[config.mk]
export PLATFORM = sky130hd
export DESIGN_NAME = audio_decoder_flat
export DESIGN_NICKNAME = d
export VERILOG_FILES = /design/src/rtl/audio_decoder_if.sv /design/src/rtl/audio_decoder.sv /design/src/flat_wrapper.sv
export SDC_FILE = /design/constraint.sdc
export NUM_CORES = 1
export LEC_CHECK = 0
export ABC_AREA = 1
export BUFFER_PORTS_ARGS = -buffer_cell sky130_fd_sc_hd__clkbuf_2
export CAP_MARGIN = 0
export CELL_PAD_IN_SITES_DETAIL_PLACEMENT = 1
export CELL_PAD_IN_SITES_GLOBAL_PLACEMENT = 1
export CORE_ASPECT_RATIO = 1.25
export CORE_UTILIZATION = 42
export DETAILED_ROUTE_END_ITERATION = 10
export PLACE_DENSITY = 0.95
export SYNTH_ARGS = -nofsm -noshare
export SYNTH_HDL_FRONTEND = slang
export SYNTH_SLANG_ARGS = --single-unit
[constraint.sdc]
create_clock -name clk_audio_bit -period 3.2 [get_ports clk_audio_bit]
set_clock_uncertainty 0.15 [all_clocks]
set_input_delay 0.32 -clock clk_audio_bit [delete_from_list [all_inputs] [get_ports clk_audio_bit]]
set_output_delay 0.32 -clock clk_audio_bit [all_outputs]
set_load 0.05 [all_outputs]
[src/rtl/audio_decoder_if.sv]
// Audio receive link bundle: serial data/word-select in, recovered word out.
// Latency: n/a (wires only).
// Backpressure: none; the serial stream cannot be stalled.
interface audio_decoder_if #(
  parameter int WORD_WIDTH   = 8,
  parameter int SAMPLE_WIDTH = 6
);
  logic                    audio_data;
  logic                    audio_ws;
  logic [WORD_WIDTH-1:0]   word_out;
  logic [SAMPLE_WIDTH-1:0] sample_out;
  logic                    channel_out;
  logic                    sample_valid;
  logic                    framing_err;
  logic [7:0]              err_count;

  // Stream source / result consumer side.
  modport master (
    output audio_data,
    output audio_ws,
    input  word_out,
    input  sample_out,
    input  channel_out,
    input  sample_valid,
    input  framing_err,
    input  err_count
  );

  // Decoder side.
  modport slave (
    input  audio_data,
    input  audio_ws,
    output word_out,
    output sample_out,
    output channel_out,
    output sample_valid,
    output framing_err,
    output err_count
  );
endinterface

[src/rtl/audio_decoder.sv]
// Serial-to-parallel audio receiver: MSB-first words, each ws edge starts a word.
// Latency: word, channel and sample_valid update on the edge capturing the last bit.
// Backpressure: none; words are overwritten by the next one. Optional
// framing error counter is built when AUDIO_DECODER_ERR_CNT_EN is defined.
module audio_decoder #(
  parameter int WORD_WIDTH   = 8,
  parameter int SAMPLE_WIDTH = 6
) (
  input  logic            clk_audio_bit,
  input  logic            reset_n,
  audio_decoder_if.slave  bus
);

  localparam int CNT_W = $clog2(WORD_WIDTH + 1);

  typedef enum logic [1:0] {
    IDLE    = 2'd0,
    RECEIVE = 2'd1,
    OVERRUN = 2'd2
  } state_t;

  state_t                  state;
  logic                    ws_prev;
  logic [WORD_WIDTH-1:0]   shift;
  logic [CNT_W-1:0]        bit_cnt;
  logic                    word_ch;
  logic                    ovr_seen;

  logic                    ws_edge;
  logic                    last_bit;
  logic                    err_set;
  logic [WORD_WIDTH-1:0]   shift_next;

  // Edge detect, next shift value and framing error condition for this bit.
  always_comb begin
    ws_edge    = (bus.audio_ws != ws_prev);
    shift_next = (shift << 1) | WORD_WIDTH'(bus.audio_data);
    last_bit   = (bit_cnt == CNT_W'(WORD_WIDTH - 1));
    // A ws edge while still receiving means the previous word was short;
    // the first bit after a completed word means it was over-long.
    err_set    = ws_edge ? (state == RECEIVE)
                         : (state == OVERRUN && !ovr_seen);
  end

  // Word framing FSM with registered outputs.
  always_ff @(posedge clk_audio_bit or negedge reset_n) begin
    if (!reset_n) begin
      state            <= IDLE;
      ws_prev          <= 1'b0;
      shift            <= '0;
      bit_cnt          <= '0;
      word_ch          <= 1'b0;
      ovr_seen         <= 1'b0;
      bus.word_out     <= '0;
      bus.channel_out  <= 1'b0;
      bus.sample_valid <= 1'b0;
      bus.framing_err  <= 1'b0;
    end else begin
      ws_prev          <= bus.audio_ws;
      sample_valid_clr: begin
        bus.sample_valid <= 1'b0;
      end
      bus.framing_err  <= err_set;
      if (ws_edge) begin
        // Every ws transition starts a fresh word, whatever state we are in.
        shift    <= WORD_WIDTH'(bus.audio_data);
        bit_cnt  <= CNT_W'(1);
        word_ch  <= bus.audio_ws;
        ovr_seen <= 1'b0;
        if (WORD_WIDTH == 1) begin
          bus.word_out     <= WORD_WIDTH'(bus.audio_data);
          bus.channel_out  <= bus.audio_ws;
          bus.sample_valid <= 1'b1;
          state            <= OVERRUN;
        end else begin
          state <= RECEIVE;
        end
      end else begin
        case (state)
          IDLE: begin
            // Bits before the first ws edge carry no framing; drop them.
          end
          RECEIVE: begin
            shift   <= shift_next;
            bit_cnt <= bit_cnt + CNT_W'(1);
            if (last_bit) begin
              bus.word_out     <= shift_next;
              bus.channel_out  <= word_ch;
              bus.sample_valid <= 1'b1;
              state            <= OVERRUN;
            end
          end
          OVERRUN: begin
            // Only the first surplus bit is reported.
            ovr_seen <= 1'b1;
          end
          default: begin
            state <= IDLE;
          end
        endcase
      end
    end
  end

  assign bus.sample_out = bus.word_out[SAMPLE_WIDTH-1:0];

`ifdef AUDIO_DECODER_ERR_CNT_EN
  logic [7:0] err_cnt_q;

  // Saturating count of framing errors, cleared only by reset.
  always_ff @(posedge clk_audio_bit or negedge reset_n) begin
    if (!reset_n) begin
      err_cnt_q <= 8'h00;
    end else if (err_set && err_cnt_q != 8'hFF) begin
      err_cnt_q <= err_cnt_q + 8'h01;
    end
  end

  assign bus.err_count = err_cnt_q;
`else
  assign bus.err_count = 8'h00;
`endif

endmodule

[src/flat_wrapper.sv]
// flat-port wrapper written by rule: the top's interface ports become plain ports
module audio_decoder_flat 
#(
  parameter int WORD_WIDTH   = 8,
  parameter int SAMPLE_WIDTH = 6
)
  (clk_audio_bit, reset_n, bus_audio_data, bus_audio_ws, bus_word_out, bus_sample_out, bus_channel_out, bus_sample_valid, bus_framing_err, bus_err_count);
  audio_decoder_if #(.WORD_WIDTH(WORD_WIDTH), .SAMPLE_WIDTH(SAMPLE_WIDTH)) bus_i ();
  input  logic clk_audio_bit;
  input  logic reset_n;
  input wire logic [$bits(bus_i.audio_data)-1:0] bus_audio_data;
  input wire logic [$bits(bus_i.audio_ws)-1:0] bus_audio_ws;
  output wire logic [$bits(bus_i.word_out)-1:0] bus_word_out;
  output wire logic [$bits(bus_i.sample_out)-1:0] bus_sample_out;
  output wire logic [$bits(bus_i.channel_out)-1:0] bus_channel_out;
  output wire logic [$bits(bus_i.sample_valid)-1:0] bus_sample_valid;
  output wire logic [$bits(bus_i.framing_err)-1:0] bus_framing_err;
  output wire logic [$bits(bus_i.err_count)-1:0] bus_err_count;
  assign bus_i.audio_data = bus_audio_data;
  assign bus_i.audio_ws = bus_audio_ws;
  assign bus_word_out = bus_i.word_out;
  assign bus_sample_out = bus_i.sample_out;
  assign bus_channel_out = bus_i.channel_out;
  assign bus_sample_valid = bus_i.sample_valid;
  assign bus_framing_err = bus_i.framing_err;
  assign bus_err_count = bus_i.err_count;
  audio_decoder #(.WORD_WIDTH(WORD_WIDTH), .SAMPLE_WIDTH(SAMPLE_WIDTH)) u_core (.clk_audio_bit(clk_audio_bit), .reset_n(reset_n), .bus(bus_i));
endmodule
==> results of run 1 <==
[worst register-to-register path, delay by kind of cell (launching register included)]
family / cells / cell delay [ps]
adder cells (fa/ha/maj): 1 / 180
flip-flops: 1 / 420
AND/OR/NAND/NOR: 5 / 1370
[worst min path at each step]
| stage | startpoint | to | depth (start not counted) |
|---|---|---|---|
| after floorplan | reset_n | u_core.bit_cnt[0] | 0 |
| after global placement | reset_n | u_core.shift[6] | 1 |
| after detailed placement | reset_n | u_core.shift[5] | 1 |
| after CTS | bus_audio_data | u_core.shift[0] | 3 |
| after global routing | bus_audio_data | u_core.bus.word_out[0] | 3 |
| final | bus_audio_data | u_core.shift[0] | 3 |
[where the power goes]
part | switching, mW | total (mW) | internal (mW) | leakage [nW]
sequential | 0.0631 | 0.480 | 0.416 | 0.351
clock | 0.102 | 0.149 | 0.0470 | 0.0177
combinational | 0.393 | 0.500 | 0.107 | 0.381
total | 0.557 | 1.13 | 0.571 | 0.750
[cell usage in the layout, fill, tap and decap left out, types with 2 or more instances in the layout]
cell	instances
sky130_fd_sc_hd__conb_1	8
sky130_fd_sc_hd__o21ai_0	2
sky130_fd_sc_hd__inv_2	3
sky130_fd_sc_hd__nand2_1	54
sky130_fd_sc_hd__dlygate4sd3_1	2
sky130_fd_sc_hd__nand3_1	12
sky130_fd_sc_hd__nor2_1	7
sky130_fd_sc_hd__dfrtp_1	27
sky130_fd_sc_hd__inv_1	2
sky130_fd_sc_hd__nand2_2	3
sky130_fd_sc_hd__clkbuf_2	20
sky130_fd_sc_hd__clkbuf_4	3
[kinds of logic after synthesis]
logic type,Yosys count
AND/OR/NAND/NOR,80
multiplexers,1
adder cells (fa/ha/maj),1
flip-flops,27
buffers and inverters,22
AO/OA/AOI/OAI,3
other,1
[registers in the layout (all words and copies together), names as in the netlist]
signal,count
u_core.word_ch,1
u_core.bus.word_out,8
u_core.state,2
u_core.bus.framing_err,1
u_core.bus.sample_valid,1
u_core.shift,7
u_core.bus.channel_out,1
u_core.ws_prev,1
u_core.ovr_seen,1
u_core.bit_cnt,4
[metal layers]
layer	vias up	routed length [µm]	GRT usage
met2	25	1280	0.295
met5	-	0	0
li1	427	-	-
met1	442	1060	0.228
met4	0	44	0.0694
met3	7	85	0.0389
[cell type report]
class | count | area [µm²] | area share
timing repair buffer | 22 | 120 | 0.0917
multi-input combinational | 93 | 425 | 0.325
clock inverter | 1 | 5.00 | 0.00382
tap | 34 | 42.5 | 0.0325
clock buffer | 3 | 22.5 | 0.0172
sequential | 27 | 676 | 0.516
inverter | 5 | 18.8 | 0.0143
[metrics by stage]
step | cells | worst slack (ps) | hold WS (ps) | total power [mW] | utilization
6_report | 185 | 1000 | 63.5 | 1.13 | 0.479
5_1_grt | 185 | 786 | 79.0 | 1.20 | 0.479
4_1_cts | 185 | 932 | 67.8 | 1.14 | 0.479
3_5_place_dp | 179 | 954 | 237 | 0.989 | 0.462
3_3_place_gp | 179 | 1210 | 216 | 0.968 | 0.462
2_1_floorplan | 142 | 1830 | -126 | 0.923 | -
==> implementation parameters, run 1 <==
Parameter                              Value

Route
  First-pass iteration count of the detailed router ... 4
  DRT antenna net count ... 0
  Detailed-route via count ... 901
  First DRT Iteration DRCs ... 15
  Final routed wirelength across all metal layers ... 2.47 mm
  Via/cell ratio ... 4.87
  Count of unresolved DRC violations after routing ... 0
  WL per Instance ... 13.3 µm

Logic synthesis
  Top cells by area, synth ... sky130_fd_sc_hd__dfrtp_1 55%, sky130_fd_sc_hd__nand2_1 16%, sky130_fd_sc_hd__buf_4 9.8%
  Adder-cell share of the synthesized area ... 0.0102
  Compound-Gate Fraction of Synth Area ... 0.0132
  Post-synth EDFFs ... 0
  Leading cell type by number of instances after synthesis ... sky130_fd_sc_hd__nand2_1
  Largest family of logic cells by synthesized area ... simple AND/OR/NAND/NOR gates
  Synth async-reset ratio ... 1.00
  Cell type with the highest aggregate area in the netlist ... sky130_fd_sc_hd__dfrtp_1
  Average cell area after synthesis ... 9.10 µm²
  Share of the synthesized area in the top cell type ... 0.550
  Unique cell type count in the Yosys netlist ... 18
  Synthesized-area fraction occupied by and/or/nand/nor cells ... 0.290
  Most used flip-flop cell after synthesis ... sky130_fd_sc_hd__dfrtp_1
  Flip-flop and latch count after synthesis ... 27
  Syn Inst Count ... 135
  Commonest cells post-synth ... 54 x sky130_fd_sc_hd__nand2_1, 27 x sky130_fd_sc_hd__dfrtp_1, 16 x sky130_fd_sc_hd__buf_4, 12 x sky130_fd_sc_hd__nand3_1, 7 x sky130_fd_sc_hd__nor2_1
  Mux cell area share after synthesis ... 0.00815
  Number of warning messages in the yosys log ... 0
  Synth Cell Area ... 0.00123 mm²
  Area share of xor/xnor cells in the synthesized design ... 0
  Fraction of the yosys area taken by sequential cells ... 0.550

STA
  Setup Total Neg Slack ... 0 ps
  Final-report setup violation count ... 0
  Setup repair after global routing missed its margin ... false
  Period Utilization, post-route ... 0.686
  Worst Tran Pin Value ... 689 ps
  FMAX ... 455 MHz
  Max-slew headroom ... 0.539
  Final critical path time including I/O delays and setup ... 2200 ps
  Slew Viols, Final ... 0
  Final-report hold violation count ... 0

Pwr
  Power per Cell Area ... 861 mW/mm²
  Worst VDD drop ... 408 µV
  Static Leak ... 0.750 nW

Worst setup path
  Crit Reg-Reg Startpoint ... u_core.bit_cnt[0]
  Top cell by count, worst path ... sky130_fd_sc_hd__nand2_1
  Max incr delay on CP ... 540 ps
  Worst-case register-to-register setup slack ... 1000 ps
  Crit. path cell count ... 6
  Arrival time at the worst endpoint ... 2290 ps
  Endpoint type of the worst setup path ... register
  Count of buffering cells on the critical path with inverters included ... 0
  R2R Path End ... u_core.bus.word_out[6]
  Launching instance or port of the critical path ... u_core.bit_cnt[0]
  End point of the critical path ... u_core.bus.word_out[6]
  Top fanout value on the critical path ... 11
  Cell depth of the worst flop-to-flop path ... 6
  Slowest-stage cell, CP ... sky130_fd_sc_hd__nor2_1
  Required time reported for the critical path endpoint ... 3290 ps
  Worst-path cell chain ... ha_1 > nand2_1 > nor2_1 > nand3_1 > nand2_1 > nand2_1
  Start-to-end type of the worst setup path ... reg -> reg
  Startpoint class of the critical path ... register
  Kind of cell adding the most delay to the critical path ... simple AND/OR/NAND/NOR gates

Clock tree
  Sink count of the clock tree ... 27
  Clock transition at the registers of the reported paths ... 150 ps
  Maximum count of clock buffers along a single path ... 2
  # resized after CTS ... 0
  Clock latency on the worst-skew pair ... 330 ps
  H-tree level count ... 1
  Total setup buffers inserted after CTS ... 0
  TritonCTS clock tree ... done
  Post-CTS Hold Fix Bufs ... 2
  CTS buffer count ... 3
  Clock root buffer ... sky130_fd_sc_hd__clkbuf_4

Die
  Number of top-level pins ... 29
  Vertical extent of the die ... 62.5 µm
  Die boundary width ... 50.4 µm
  Initial core utilization ... 0.450
  Die footprint ... 0.00315 mm²
  Core area ... 0.00273 mm²
  Row count ... 21

Placement
  Standard cell area after detailed placement ... 0.00126 mm²
  Routability cong. ... 0.768
  Total of buffers placed on input and output ports ... 20
  Half-perimeter wire length after placement ... 1.76 mm

Global routing
  Global-route usage over all layers ... 0.180
  Residual overflow from global routing ... 0
  Maximum number of pins on one net before global-route repair ... 28
  Antenna violations before repair ... 0
  Global-route wire length before repair ... 4.24 mm
  Vias in the first global route ... 908

Layout
  Final antenna diode count ... 0
  Final layout net count ... 157
  Share of final-layout standard cells stronger than drive strength 1 ... 0.225
  Design Area, Final ... 0.00131 mm²
  Synthesis-to-finish area growth ... 6.62%
  Filler Cell Count ... 334

Flow run
  # Max-Cap Violations ... 0

Worst hold path
  Class of the tightest hold or removal check ... in -> reg

Status
  Outcome ... finished clean
No activity file was read; power rests on OpenSTA's default activity.
==> run 2, diff against run 1 <==
ABC_AREA = 0   (was 1)
CORE_UTILIZATION = 36   (was 42)
PLACE_DENSITY = 0.85   (was 0.95)
clock period = 1.93 ns   (was 3.2 ns; I/O delays follow)
==> run 2 against run 1 <==
Effect of this change:
- synthesized cell count down 24%
- sequential power up 61%
- non-clock buffer count up 5
- critical path depth unchanged
- utilization down 5.8 points
- combinational power up 65%
- design area up 3.7%
- sequential share of layout area down 1.9 points
- first-iteration DRC count down 20%
- critical path type is now in -> reg
==> implementation parameters, run 2 <==
Parameter                              Value

Clock tree
  CTS buffer count ... 3 (unchanged)
  H-tree level count ... 1 (unchanged)
  Clock latency on the worst-skew pair ... 270 ps (-60 ps)
  Total setup buffers inserted after CTS ... 0 (unchanged)
  Clock transition at the registers of the reported paths ... 90 ps (-60 ps)
  Sink count of the clock tree ... 27 (unchanged)
  Maximum count of clock buffers along a single path ... 2 (unchanged)
  # resized after CTS ... 0 (unchanged)
  TritonCTS clock tree ... done
  Clock root buffer ... sky130_fd_sc_hd__clkbuf_8
  Post-CTS Hold Fix Bufs ... 2 (unchanged)

Layout
  Largest registers in the final layout ... u_core.bus.word_out x8, u_core.shift x7, u_core.bit_cnt x4
  Filler Cell Count ... 361 (+8.1%)
  Final layout net count ... 129 (-18%)
  Commonest non-fill, non-tap cell in the layout ... sky130_fd_sc_hd__dfrtp_1
  Register ranked first by flip-flop count ... u_core.bus.word_out
  Design Area, Final ... 0.00136 mm² (+3.7%)
  Number of flip-flops in the largest register ... 8 (unchanged)
  Share of final-layout standard cells stronger than drive strength 1 ... 0.325 (+0.100)
  Leading cell types in the layout, fill and taps excluded ... 27 x sky130_fd_sc_hd__dfrtp_1, 20 x sky130_fd_sc_hd__clkbuf_2, 15 x sky130_fd_sc_hd__nand2_1
  Count of placed standard cells in the final layout, fillers left out ... 160 (-14%)
  Final antenna diode count ... 0 (unchanged)
  Synthesis-to-finish area growth ... 12.1%
  Share of the core filled with cells in the final layout ... 0.422 (-0.0578)

Logic synthesis
  Share of the synthesized area in the top cell type ... 0.557 (+0.00738)
  Synth Cell Area ... 0.00121 mm² (-1.3%)
  Most used flip-flop cell after synthesis ... sky130_fd_sc_hd__dfrtp_1
  Syn Inst Count ... 103 (-24%)
  Average cell area after synthesis ... 11.8 µm² (+29%)
  Unique cell type count in the Yosys netlist ... 26 (+8)
  Fraction of the yosys area taken by sequential cells ... 0.557 (+0.00738)
  Post-synth EDFFs ... 0 (unchanged)
  Synth async-reset ratio ... 1.00 (unchanged)
  Number of warning messages in the yosys log ... 0 (unchanged)
  Top cells by area, synth ... sky130_fd_sc_hd__dfrtp_1 56%, sky130_fd_sc_hd__mux2_4 9.9%, sky130_fd_sc_hd__buf_4 8.7%
  Commonest cells post-synth ... 27 x sky130_fd_sc_hd__dfrtp_1, 15 x sky130_fd_sc_hd__nand2_1, 14 x sky130_fd_sc_hd__buf_4, 9 x sky130_fd_sc_hd__a21oi_1, 8 x sky130_fd_sc_hd__mux2_4
  Leading cell type by number of instances after synthesis ... sky130_fd_sc_hd__dfrtp_1
  Flip-flop and latch count after synthesis ... 27 (unchanged)
  Cell type with the highest aggregate area in the netlist ... sky130_fd_sc_hd__dfrtp_1

STA
  Final-report setup violation count ... 0 (unchanged)
  Smallest setup slack after layout ... 135 ps (-869 ps)
  Post-route worst hold slack ... 16.9 ps (-46.6 ps)
  Final-report hold violation count ... 0 (unchanged)
  Worst Tran Pin Value ... 664 ps (-24.9 ps)
  Period Utilization, post-route ... 0.930
  Final critical path time including I/O delays and setup ... 1790 ps
  Slew Viols, Final ... 0 (unchanged)
  FMAX ... 557 MHz
  Setup Total Neg Slack ... 0 ps (unchanged)
  Max-slew headroom ... 0.557 (+0.0183)
  Setup repair after global routing missed its margin ... false

Placement
  Half-perimeter wire length after placement ... 1.70 mm (-3.4%)
  Post-Place Setup Slack ... 229 ps (-725 ps)
  Routability cong. ... 0.730 (-4.9%)
  Total of buffers placed on input and output ports ... 20 (unchanged)
  Number of cells after detailed placement ... 154 (-14%)
  Standard cell area after detailed placement ... 0.00129 mm² (+2.5%)

Global routing
  Residual overflow from global routing ... 0 (unchanged)
  Met3 layer usage reported by global route ... 0.0274 (-0.0115)
  Most congested layer reported by global routing ... met2
  Maximum number of pins on one net before global-route repair ... 28 (unchanged)
  Global-route usage over all layers ... 0.150 (-0.0301)
  Met1 track demand over resource ... 0.170 (-0.0579)
  Global-route wire length before repair ... 3.79 mm (-11%)
  Vias in the first global route ... 810 (-11%)
  Antenna violations before repair ... 0 (unchanged)
  GR met2 Demand/Resource ... 0.261 (-0.0342)

Pwr
  Power, Total ... 1.92 mW (+71%)
  Power per Cell Area ... 1420 mW/mm² (+64%)
  Static Leak ... 0.672 nW (-10%)
  Worst VDD drop ... 617 µV (+51%)

Die
  Die footprint ... 0.00361 mm² (+15%)
  Row count ... 23 (+9.5%)
  Core area ... 0.00322 mm² (+18%)
  Number of top-level pins ... 29 (unchanged)
  Die boundary width ... 53.9 µm (+7.0%)
  Vertical extent of the die ... 66.9 µm (+7.1%)
  Initial core utilization ... 0.376 (-0.0735)

Route
  First DRT Iteration DRCs ... 12 (-3)
  WL per Instance ... 14.7 µm (+10%)
  First-pass iteration count of the detailed router ... 4 (unchanged)
  Count of unresolved DRC violations after routing ... 0 (unchanged)
  Via/cell ratio ... 4.83 (-0.93%)
  DRT antenna net count ... 0 (unchanged)
  Final routed wirelength across all metal layers ... 2.35 mm (-4.8%)
  Detailed-route via count ... 772 (-14%)

Worst setup path
  Arrival time at the worst endpoint ... 1810 ps (-480 ps)
  Start-to-end type of the worst setup path ... in -> reg
  Startpoint class of the critical path ... input pin
  Count of buffering cells on the critical path with inverters included ... 3 (+3)
  Required time reported for the critical path endpoint ... 1950 ps (-1340 ps)
  Max incr delay on CP ... 530 ps (about the same)
  Slowest-stage cell, CP ... sky130_fd_sc_hd__dlygate4sd3_1
  Worst-path cell chain ... dlygate4sd3_1 > clkbuf_2 > xor2_2 > nor3_2 > buf_4 > mux2_4
  Kind of cell adding the most delay to the critical path ... buffers and inverters
  Endpoint type of the worst setup path ... register
  Top fanout value on the critical path ... 7 (-4)

Flow run
  # Max-Cap Violations ... 0 (unchanged)

Worst hold path
  Class of the tightest hold or removal check ... in -> reg

Status
  Outcome ... finished clean
==> run 2: cell types whose count changed after synthesis, sizes merged, moves of 3 or more <==
cell    previous run  this run
mux2               0        10
inv                5         2
nand3             12         1
a21oi              0         9
nand2b             0         3
nor2               9         4
nand2             58        15
==> run 2: cell families after synthesis <==
kind of cell,Yosys count,synth area share
and+or+nand+nor,28,0.109
other,1,0.00309
adders and majority gates,2,0.0186
DFF,27,0.557
buffers and inverters,20,0.112
AOI/OAI and AO/OA,12,0.0537
muxes,10,0.118
xor gates and xnor gates,3,0.0279
==> run 2: power by group <==
group	internal [mW]	switching (mW)
Clock	0.148	0.178
Sequential	0.681	0.0919
Combinational	0.232	0.594
==> run 2: layout make-up <==
class	instances	area [µm²]	share of cell area
multi-input combinational	63	427	0.314
sequential	27	676	0.497
clock buffer	4	45.0	0.0331
timing repair buffer	27	158	0.116
tap	37	46.3	0.0341
inverter	2	7.51	0.00552
==> run 2: final timing paths <==
| check | start | to | slack (ps) | depth (start not counted) |
|---|---|---|---|---|
| min reg2reg | u_core.ovr_seen | u_core.bus.framing_err | 310 | 1 |
| max reg2reg | u_core.bit_cnt[0] | u_core.bus.word_out[5] | 210 | 5 |
| max in group asynchronous | reset_n | u_core.bit_cnt[2] | 890 | 2 |
| min | bus_audio_data | u_core.bus.word_out[0] | 20 | 2 |
| min in group asynchronous | reset_n | u_core.bus.word_out[5] | 320 | 2 |
| max | bus_audio_ws | u_core.bus.word_out[5] | 140 | 6 |
==> run 2: worst reg2reg max path, delay by kind of cell (launching register included) <==
| kind | cells | cell delay (ps) |
|---|---|---|
| fa+ha+maj | 1 | 200 |
| flops | 1 | 410 |
| simple gates | 2 | 310 |
| buf+inv | 1 | 220 |
| mux | 1 | 320 |
==> run 2: routing by layer <==
layer	part of all wire	wire (µm)
met2	0.56	1310
met1	0.39	917
met5	0	0
met3	0.033	77
met4	0.018	43
